[src/rtl/serial_adder.sv]
// Bit-serial adder: one full-adder cell plus a carry flop, WIDTH+1 cycles per result.
// Optional subtract mode (sub port, a - b) is compiled in with `define SERIAL_ADDER_SUB_EN.
module serial_adder #(
    parameter int WIDTH = 8
) (
    input  logic             clk,
    input  logic             rst,
    input  logic             start,
    input  logic [WIDTH-1:0] a,
    input  logic [WIDTH-1:0] b,
    input  logic             cin,
`ifdef SERIAL_ADDER_SUB_EN
    input  logic             sub,
`endif
    output logic             busy,
    output logic             done,
    output logic [WIDTH-1:0] sum,
    output logic             cout,
    output logic             overflow
);

    localparam int CW = (WIDTH > 1) ? $clog2(WIDTH) : 1;
    localparam logic [CW-1:0] LAST = CW'(WIDTH - 1);

    typedef enum logic [1:0] {IDLE, RUN, DONE} state_t;

    state_t           state;
    logic [WIDTH-1:0] a_sh;
    logic [WIDTH-1:0] b_sh;
    logic [WIDTH-1:0] res;
    logic             c;
    logic [CW-1:0]    cnt;

    logic             s_bit;
    logic             c_next;
    logic             accept;
    logic [WIDTH-1:0] b_load;
    logic             c_load;

    // NOTE: every signal driven here is assigned on every path, so no latch is inferred.
    always_comb begin
        s_bit  = a_sh[0] ^ b_sh[0] ^ c;
        c_next = (a_sh[0] & b_sh[0]) | (a_sh[0] & c) | (b_sh[0] & c);
        accept = start && (state == IDLE || state == DONE);
`ifdef SERIAL_ADDER_SUB_EN
        // Two's-complement subtract: invert B and force the carry-in to 1.
        b_load = sub ? ~b : b;
        c_load = sub | cin;
`else
        b_load = b;
        c_load = cin;
`endif
    end

    // NOTE: state uses non-blocking assignments so every flop samples pre-edge values.
    always_ff @(posedge clk) begin
        if (rst) begin
            state    <= IDLE;
            cnt      <= '0;
            c        <= 1'b0;
            busy     <= 1'b0;
            done     <= 1'b0;
            sum      <= '0;
            cout     <= 1'b0;
            overflow <= 1'b0;
        end else begin
            // NOTE: a_sh/b_sh/res are left out of reset; they are always loaded before use.
            done <= 1'b0;
            case (state)
                IDLE, DONE: begin
                    if (accept) begin
                        a_sh  <= a;
                        b_sh  <= b_load;
                        c     <= c_load;
                        cnt   <= '0;
                        busy  <= 1'b1;
                        state <= RUN;
                    end else begin
                        state <= IDLE;
                    end
                end
                RUN: begin
                    a_sh <= a_sh >> 1;
                    b_sh <= b_sh >> 1;
                    res  <= {s_bit, res[WIDTH-1:1]};
                    c    <= c_next;
                    cnt  <= cnt + 1'b1;
                    if (cnt == LAST) begin
                        // On the MSB step c still holds the carry into the MSB.
                        sum      <= {s_bit, res[WIDTH-1:1]};
                        cout     <= c_next;
                        overflow <= c ^ c_next;
                        busy     <= 1'b0;
                        done     <= 1'b1;
                        state    <= DONE;
                    end
                end
                default: state <= IDLE;
            endcase
        end
    end

endmodule

[config.mk]
export PLATFORM = sky130hd
export DESIGN_NAME = serial_adder
export DESIGN_NICKNAME = d
export VERILOG_FILES = /design/src/rtl/serial_adder.sv
export SDC_FILE = /design/constraint.sdc
export NUM_CORES = 1
export LEC_CHECK = 0
export CORE_UTILIZATION = 54
export DETAILED_ROUTE_END_ITERATION = 6
export GPL_TIMING_DRIVEN = 0
export MAX_ROUTING_LAYER = met4
export PLACE_DENSITY_LB_ADDON = 0.2
export SYNTH_ARGS = -nofsm -noshare
export SYNTH_HDL_FRONTEND = slang
export SYNTH_SLANG_ARGS = --single-unit
[constraint.sdc]
create_clock -name clk -period 5.3 [get_ports clk]
set_input_delay 1.59 -clock clk [delete_from_list [all_inputs] [get_ports clk]]
set_output_delay 1.59 -clock clk [all_outputs]
set_load 0.03 [all_outputs]
==> summary.md, run 1 <==
| Metric | Value |
|---|---|
| Worst skew pair latency | 0.34 ns |
| Crit path launch type | flop |
| Initial Utilization | 0.576 |
| Antenna Nets Post-Route | 0 |
| #FFs+latches synth | 41 |
| I/O pin total | 32 |
| Final setup viols | 0 |
| Initial DRC count | 41 |
| CP endpoint kind | output pin |
| Global-route wire length before repair | 4900 um |
| Critical path, cell by cell | clkdlybuf4s50_1 |
| Die height | 56.5 um |
| Post-Route WL | between 2000 and 3000 um |
| Routed via count | 1,140 |
| Gate power share | 0.106 |
| Vias/cell | 5.14 |
| Crit-path slowest cell | clkdlybuf4s50_1 |
| Slew headroom | 0.423 |
| CTS clk-pin slew, worst paths | 0.11 ns |
| Number of global-route vias before repair | between 1,000 and 1,500 |
| N_diodes | 0 |
| Hold path cells | 2 |
| Design Power | 0.581 mW |
| Commonest non-fill, non-tap cell in the layout | nand2_1 |
| Worst path bufs/invs | 1 |
| Worst path top cell family by delay | buffers and inverters |
| I/O Buffers | 30 |
| DRC Markers | 0 |
| Crit path DAT | 1.38 ns |
| Worst Reg2Reg Path Length in Cells | 4 |
| Core Region | 2780 sq um |
| Leading cell types in the layout, fill and taps excluded | 63 x nand2_1, 30 x clkdlybuf4s50_1, 23 x edfxtp_1, 18 x dfxtp_1, 13 x a21oi_1 |
| Rows | 19 |
| Clk sink count | 41 |
| Setup_tns | 0 ns |
| Int Pwr | 0.447 mW |
| CTS tree | built |
| Initial antenna violation count | 0 |
| Largest net degree at the start of global routing | 17 |
| Fmax | 337 MHz |
| Sequential group share of total power | 0.621 |
| Router iterations before antenna repair | 4 |
| Run status | complete, no violations |
| Ys Warns | 0 |
| Fin. max-slew vios | 0 |
| Post-DP HPWL | 2010 um |
| Cells after synthesis | around 150 |
| Minimum clock period | approximately 3.0 ns |
| Slowest Stage Delay on Critical Path | 0.68 ns |
| Maxcap violations | 0 |
| Max Fanout on Critical Path | 2 |
| DR WL/cell | 12.7 um |
| Die X | 56.5 um |
| GRT Total Usage | 0.211 |
| Clock Skews | 0.00503 ns |
| Critical path depth | 1 |
| Clock buffer depth | 2 |
| Syn_area_per_cell | about 10 sq um |
| H-tree lvl count | 2 |
| Clock group share of total power | 0.273 |
| Pleak | 0.776 nW |
| Layout cells sized above 1 | 0.0890 |
| GRT Residual Overflow | 0 |
| RD Place Congestion | between 0.7 and 0.8 |
| Root Driver | clkbuf_4 |
| WP data required | 3.71 ns |
| Final nets | about 210 |
| Postcts setup bufs | 0 |
| Slew of the pin with the lowest slew margin | about 0.87 ns |
| Final Hold Viols | 0 |
| Sw power | around 0.13 mW |
| Syn Nets | approximately 180 |
| VDD IR max | 0.282 mV |
| Total CTS buffers | 5 |
| Final period utilization | 0.560 |
| Number of gates resized after cts | 0 |
| Area grow syn2layout | 25.1% |
| Switching share of power | 0.230 |
| CTS Hold Bufs | 0 |
| Synth cell types | 22 |
| RSZ-0062 raised after global routing | no |
| Worst hold path class | flop to flop |
| Seq/Total Area, Yosys | 0.656 |
| Critical path class | flop to output pin |
| Die area | 3190 sq um |
| PD cells | 289 nW/um^2 |
| Netlist Area Pre-Place | 1600 sq um |
registers in the layout (all words and copies together) (netlist names):
| signal | cells |
|---|---|
| a_sh | 8 |
| b_sh | 8 |
| sum | 8 |
| res | 7 |
| cnt | 3 |
| state | 2 |
| busy | 1 |
| c | 1 |
| cout | 1 |
| done | 1 |
| overflow | 1 |
power groups by stage:
stage | Sequential, mW | Combinational (mW) | Clock [mW]
after floorplan | 0.367 | 0.0365 | 0
final | 0.360 | 0.0618 | 0.158
after detailed placement | 0.368 | 0.0617 | 0
after global placement | 0.367 | 0.0588 | 0
after CTS | 0.361 | 0.0622 | 0.162
after global routing | 0.362 | 0.0699 | 0.177
synth_stat cells:
library cell | number | share of area
dfxtp_1 | 18 | 0.22
xnor2_1 | 1 | 0.0055
nand2_1 | 63 | 0.15
nor2_1 | 6 | 0.014
a211oi_1 | 1 | 0.0047
fa_1 | 1 | 0.012
buf_2 | 5 | 0.016
a211oi_2 | 1 | 0.0078
nor2b_1 | 1 | 0.0039
nand3_1 | 3 | 0.0094
mux2i_1 | 1 | 0.0062
o21a_1 | 1 | 0.0047
nand2b_1 | 3 | 0.012
buf_4 | 1 | 0.0047
ha_1 | 2 | 0.016
clkbuf_1 | 2 | 0.0047
edfxtp_1 | 23 | 0.43
and2_1 | 2 | 0.0078
and3b_1 | 1 | 0.0055
buf_6 | 2 | 0.014
a21oi_1 | 14 | 0.044
nand3b_1 | 1 | 0.0047
path summary, 6_finish.rpt:
| kind | from | endpoint | slack [ns] |
|---|---|---|---|
| setup / recovery | overflow | overflow | 2.33 |
| setup reg to reg | state[1] | b_sh[6] | 3.38 |
| hold / removal | sum[2] | sum[2] | 0.46 |
| hold reg to reg | sum[2] | sum[2] | 0.46 |
per-stage QoR:
stage	instance area, sq um	utilization	setup WS, ns	hold WS [ns]	cells
floorplan	1600	-	2.29	0.426	153
global placement	1940	0.698	1.53	0.433	214
detailed placement	1940	0.698	1.51	0.435	214
CTS	2000	0.720	1.85	0.462	222
global route	2010	0.721	2.26	0.473	222
finish	2010	0.721	2.33	0.459	222
logic make-up after synthesis:
group,Yosys count,synth area share
AOI/OAI and AO/OA,17,0.0609
DFF,41,0.656
buffers and inverters,10,0.0390
xor gates and xnor gates,1,0.00547
and+or+nand+nor,80,0.205
adders and majority gates,3,0.0281
muxes,1,0.00625
cell type report:
type,instances,area (sq um)
buffer,10,62.6
clock buffer,6,51.3
clock inverter,2,8.76
fill,210,776
multi-input combinational,102,493
sequential,41,1050
tap,31,38.8
timing repair buffer,30,300
per-layer routing:
layer	up-vias	wire, um	track usage
met1	530	1170	0.240
met3	7	109	0.0507
met2	26	1470	0.346
met4	0	65	0.111
met5	-	0	-
li1	577	-	-
No activity file was read; power rests on OpenSTA's default activity.
==> run 2, diff against run 1 <==
--- a/config.mk
+++ b/config.mk
@@ -5,7 +5,7 @@
 export SDC_FILE = /design/constraint.sdc
 export NUM_CORES = 1
 export LEC_CHECK = 0
-export CORE_UTILIZATION = 54
+export CORE_UTILIZATION = 45
 export DETAILED_ROUTE_END_ITERATION = 6
 export GPL_TIMING_DRIVEN = 0
 export MAX_ROUTING_LAYER = met4
==> constraint.sdc (replaced) <==
create_clock -name clk -period 2.4 [get_ports clk]
set_input_delay 0.72 -clock clk [delete_from_list [all_inputs] [get_ports clk]]
set_output_delay 0.72 -clock clk [all_outputs]
set_load 0.03 [all_outputs]
==> summary.md, run 2 (synthesis gave the netlist of run 1 again) <==
| Metric | Value |
|---|---|
| Critical path, cell by cell | clkdlybuf4s50_1 |
| Rows | 21 (+2) |
| DRC Markers | 0 (unchanged) |
| Global-route wire length before repair | 4660 um (-4.9%) |
| Crit-path slowest cell | clkdlybuf4s50_1 |
| Worst hold path class | flop to flop |
| Clk sink count | 41 (unchanged) |
| Crit path DAT | 1.38 ns (about the same) |
| Router iterations before antenna repair | 4 (unchanged) |
| Utilization after layout | 0.602 (-0.120) |
| Area grow syn2layout | 26.2% |
| Die height | 61.7 um (+9.2%) |
| I/O pin total | 32 (unchanged) |
| H-tree lvl count | 2 (unchanged) |
| Max Fanout on Critical Path | 2 (unchanged) |
| Fin. max-slew vios | 0 (unchanged) |
| Clock buffer depth | 2 (unchanged) |
| Initial Utilization | 0.477 (-0.0997) |
| Worst slack at placement | -0.608 ns (-2.12 ns) |
| Pleak | 0.772 nW (-0.40%) |
| GRT Residual Overflow | 0 (unchanged) |
| DR WL/cell | 11.6 um (-8.3%) |
| Antenna Nets Post-Route | 0 (unchanged) |
| Slew of the pin with the lowest slew margin | 0.872 ns (+0.00587 ns) |
| Leading cell types in the layout, fill and taps excluded | 63 x nand2_1, 30 x clkdlybuf4s50_1, 23 x edfxtp_1, 18 x dfxtp_1, 13 x a21oi_1 |
| Final Hold Viols | 0 (unchanged) |
| Final nets | 213 (unchanged) |
| VDD IR max | 0.336 mV (+19%) |
| Clock Skews | 0.0113 ns (+0.00631 ns) |
| CP endpoint kind | output pin |
| Run status | complete, no violations |
| Number of global-route vias before repair | 1,109 (-5.7%) |
| Worst skew pair latency | 0.34 ns (about the same) |
| Worst path top cell family by delay | buffers and inverters |
| Worst path bufs/invs | 1 (unchanged) |
| Vias/cell | 4.74 (-7.6%) |
| Final setup viols | 0 (unchanged) |
| Minimum clock period | between 2 and 2.5 ns |
| Design Power | 1.28 mW (+120%) |
| Slew headroom | 0.419 (-0.00391) |
| Setup_tns | 0 ns (unchanged) |
| Largest net degree at the start of global routing | 17 (unchanged) |
| CTS Hold Bufs | 0 (unchanged) |
| GRT Total Usage | 0.181 (-0.0307) |
| Layout cells sized above 1 | 0.0838 (-0.00524) |
| Post-DP HPWL | 2060 um (+2.7%) |
| Crit path launch type | flop |
| PD cells | 631 nW/um^2 (+120%) |
| N_diodes | 0 (unchanged) |
| RD Place Congestion | 0.726 (-4.1%) |
| CTS tree | built |
| I/O Buffers | 30 (unchanged) |
| Core Region | 3360 sq um (+21%) |
| Final period utilization | 0.873 |
| RSZ-0062 raised after global routing | no |
| Initial DRC count | 39 (-4.9%) |
| Post-Route WL | 2760 um (-2.1%) |
| Commonest non-fill, non-tap cell in the layout | nand2_1 |
| Slowest Stage Delay on Critical Path | 0.69 ns (about the same) |
| Total CTS buffers | 5 (unchanged) |
| Die area | 3800 sq um (+19%) |
| Biggest registers after layout | a_sh: 8 flops, b_sh: 8 flops, sum: 8 flops |
| Setup WS post-layout | 0.305 ns (-2.02 ns) |
| Root Driver | clkbuf_4 |
| Initial antenna violation count | 0 (unchanged) |
| Critical path class | flop to output pin |
| Cell area after layout | 2020 sq um (+0.87%) |
| WP data required | 1.68 ns (-2.03 ns) |
| Cell area after placement | 1960 sq um (+0.97%) |
| Routed via count | 1,124 (-1.4%) |
| Maxcap violations | 0 (unchanged) |
| CTS clk-pin slew, worst paths | 0.11 ns (about the same) |
| Die X | 61.7 um (+9.2%) |
| Fmax | roughly 480 MHz |
run 2: cell count changes in the layout (fill, tap and decap cells not counted), sizes merged:
cell | before | now
clkbuf | 8 | 10
clkinv | 2 | 0
run 2: worst paths after layout:
kind,startpoint,to,slack [ns],depth (start not counted)
worst max-delay path,overflow,overflow,0.30,1
worst min-delay path,res[5],res[4],0.46,0
worst max register to register,state[1],b_sh[6],0.50,4
worst min register to register,res[5],res[4],0.46,0
run 2: final cells by class:
| cell class | instances | area [sq um] |
|---|---|---|
| Fill cell | 331 | 1340 |
| Buffer | 10 | 62.6 |
| Tap cell | 46 | 57.6 |
| Clock buffer | 8 | 58.8 |
| Sequential cell | 41 | 1050 |
| Timing Repair Buffer | 30 | 300 |
| Multi-Input combinational cell | 102 | 493 |
run 2: metal layers:
| layer | wire length, um | global-route usage |
|---|---|---|
| met1 | 1080 | 0.192 |
| met2 | 1450 | 0.307 |
| met3 | 183 | 0.0588 |
| met4 | 42 | 0.0762 |
| met5 | 0 | - |
run 2: power breakdown:
part           total [mW]  switching, mW  internal (mW)
sequential          0.797         0.0141          0.783
combinational       0.134         0.0683         0.0661
clock               0.345          0.200          0.145
run 2: repair_timing:
action	CTS	global route
gates resized for setup	1	0
setup buffers	0	0
setup endpoints to repair	16	0
run 2: stage by stage:
| step | hold slack [ns] | std cells |
|---|---|---|
| 2_1_floorplan | 0.426 | 153 |
| 3_3_place_gp | 0.430 | 229 |
| 3_5_place_dp | 0.448 | 229 |
| 4_1_cts | 0.463 | 237 |
| 5_1_grt | 0.484 | 237 |
| 6_report | 0.460 | 237 |
==> RTL change (settings of run 1) <==
Encoding of `state_t`: now one-hot (3 bits for 3 states).
--- a/src/rtl/serial_adder.sv
+++ b/src/rtl/serial_adder.sv
@@ -22,7 +22,7 @@
     localparam int CW = (WIDTH > 1) ? $clog2(WIDTH) : 1;
     localparam logic [CW-1:0] LAST = CW'(WIDTH - 1);
 
-    typedef enum logic [1:0] {IDLE, RUN, DONE} state_t;
+    typedef enum logic [2:0] {IDLE = 3'b001, RUN = 3'b010, DONE = 3'b100} state_t;
 
     state_t           state;
     logic [WIDTH-1:0] a_sh;
Behaviour: same outputs for any inputs over 10 cycles, from zero or initial values and one cycle with rst high; not proved beyond that.
==> RTL change against run 1 <==
Worst setup slack worse by 580 ps; sequential share of layout area down 2.3 points; wire length up 8.5%; cell area up 6.6%; power down 1.8%; synthesized area up 6.9%; sequential cell count up 1; critical path type is now in2reg; largest cell class unchanged; largest power group unchanged.
==> RTL change: results (changes against run 1) <==
[run_status]
status = finished clean

[worst_setup_path]
r2r_setup_slack_ps = 2900  ; -480 ps
r2r_end = b_sh[5]
startpoint = start
cp_data_arrival_time_ps = 3530  ; +2150 ps
crit-reg2reg-launch = state[0]

[power]
total_power_mw = 0.5702  ; -1.8%
power_switching_mw = 0.1260  ; -5.8%
clockPowerShare_pct = 28.5  ; +1.2 points
power.leakage_nw = 0.7942  ; +2.4%
ir_drop_uv = 166.2  ; -41%
pg_comb_mw = 0.0488  ; -21%

[global_route]
grt_use_total_pct = 21.31  ; +0.17 points
grt_use_met2_pct = 36.29  ; +1.7 points
grt_pass1_vias = 1200  ; +2.0%
grt_pass1_wl_um = 5119  ; +4.5%
use_met1_pct = 23.42  ; -0.53 points
grt_use_met3_pct = 6.593  ; +1.5 points

[route]
drt-initial-drc-count = 67  ; +63%
wl_met3_um = 140  ; +28%
wl_met2_um = 1573  ; +6.9%
m1WireLength_um = 1295  ; +11%
wire_per_inst_um = 12.54  ; -1.2%
totalWireLength_um = 3060  ; +8.5%

[placed_design]
gp_congestion = 0.7518  ; -0.65%
place_inst = 236  ; +10%
hpwlAfterDp_um = 2214  ; +10%
io_buffer_count = 31  ; +3.3%
pre_cts_slack_ps = 1364  ; -147.8 ps
dpl-instance-area_um2 = 2078  ; +7.0%

[synth]
synthTopCellsByArea = edfxtp_1 40%, dfxtp_1 22%, nand2_1 13%
syn-num-nets = 184  ; +4.5%
syn_area_per_cell_um2 = 10.64  ; +1.6%
synthTopCellsByCount = 61 x nand2_1, 23 x edfxtp_1, 19 x dfxtp_1
seq_area_frac_synth_pct = 62.53  ; -3.0 points
synth.distinct_cells = 33  ; +50%

[hold_path]
hp-class = reg2reg
min_to = sum[6]
min_from = sum[6]

[sta]
hold_slack_ps = 464.5  ; +5.174 ps
relSlewSlack_pct = 14.05  ; -28 points
hold_viol = 0  ; unchanged
fin_skew_ps = 2.527  ; -2.500 ps

[clock_network]
cts_buffer_depth = 2  ; unchanged
postCtsSetupBuffers = 0  ; unchanged
clkLatencyLatePin_ps = 350

[finish]
nets = 222  ; +4.2%
final_core_util_pct = 70.62  ; -1.5 points
drive_gt1_share_pct = 9.000  ; +0.099 points

[RTL change: worst max-delay path, stage by stage]
cell	delay, ps
clkdlybuf4s50_1	550
nand4bb_1	170
and3_1	250
nor2_1	960
[RTL change: kinds of logic after synthesis]
logic type               share of synthesized area [%]
AO/OA/AOI/OAI                                    4.968
AND/OR/NAND/NOR                                  24.40
multiplexers                                     1.169
buffers and inverters                            3.287
XOR/XNOR                                         1.023
adder cells (fa/ha/maj)                          2.629
flip-flops                                       62.53
[RTL change: worst max-delay path by stage]
stage,to,slack (ps)
3_5_place_dp,b_sh[6],1360
2_1_floorplan,a_sh[0],2300
6_report,b_sh[5],1750
4_1_cts,b_sh[6],1740
5_1_grt,b_sh[6],1660
3_3_place_gp,b_sh[7],1460
[RTL change: area by class of cell]
cell class,instances,area share (%)
well taps,44,2.575
clock inverters,1,0.2341
repair buffers,31,14.51
inverters,2,0.3511
clock buffers,7,2.575
flip-flops and latches,42,50.09
plain buffers,9,2.282
multi-input cells,108,27.38
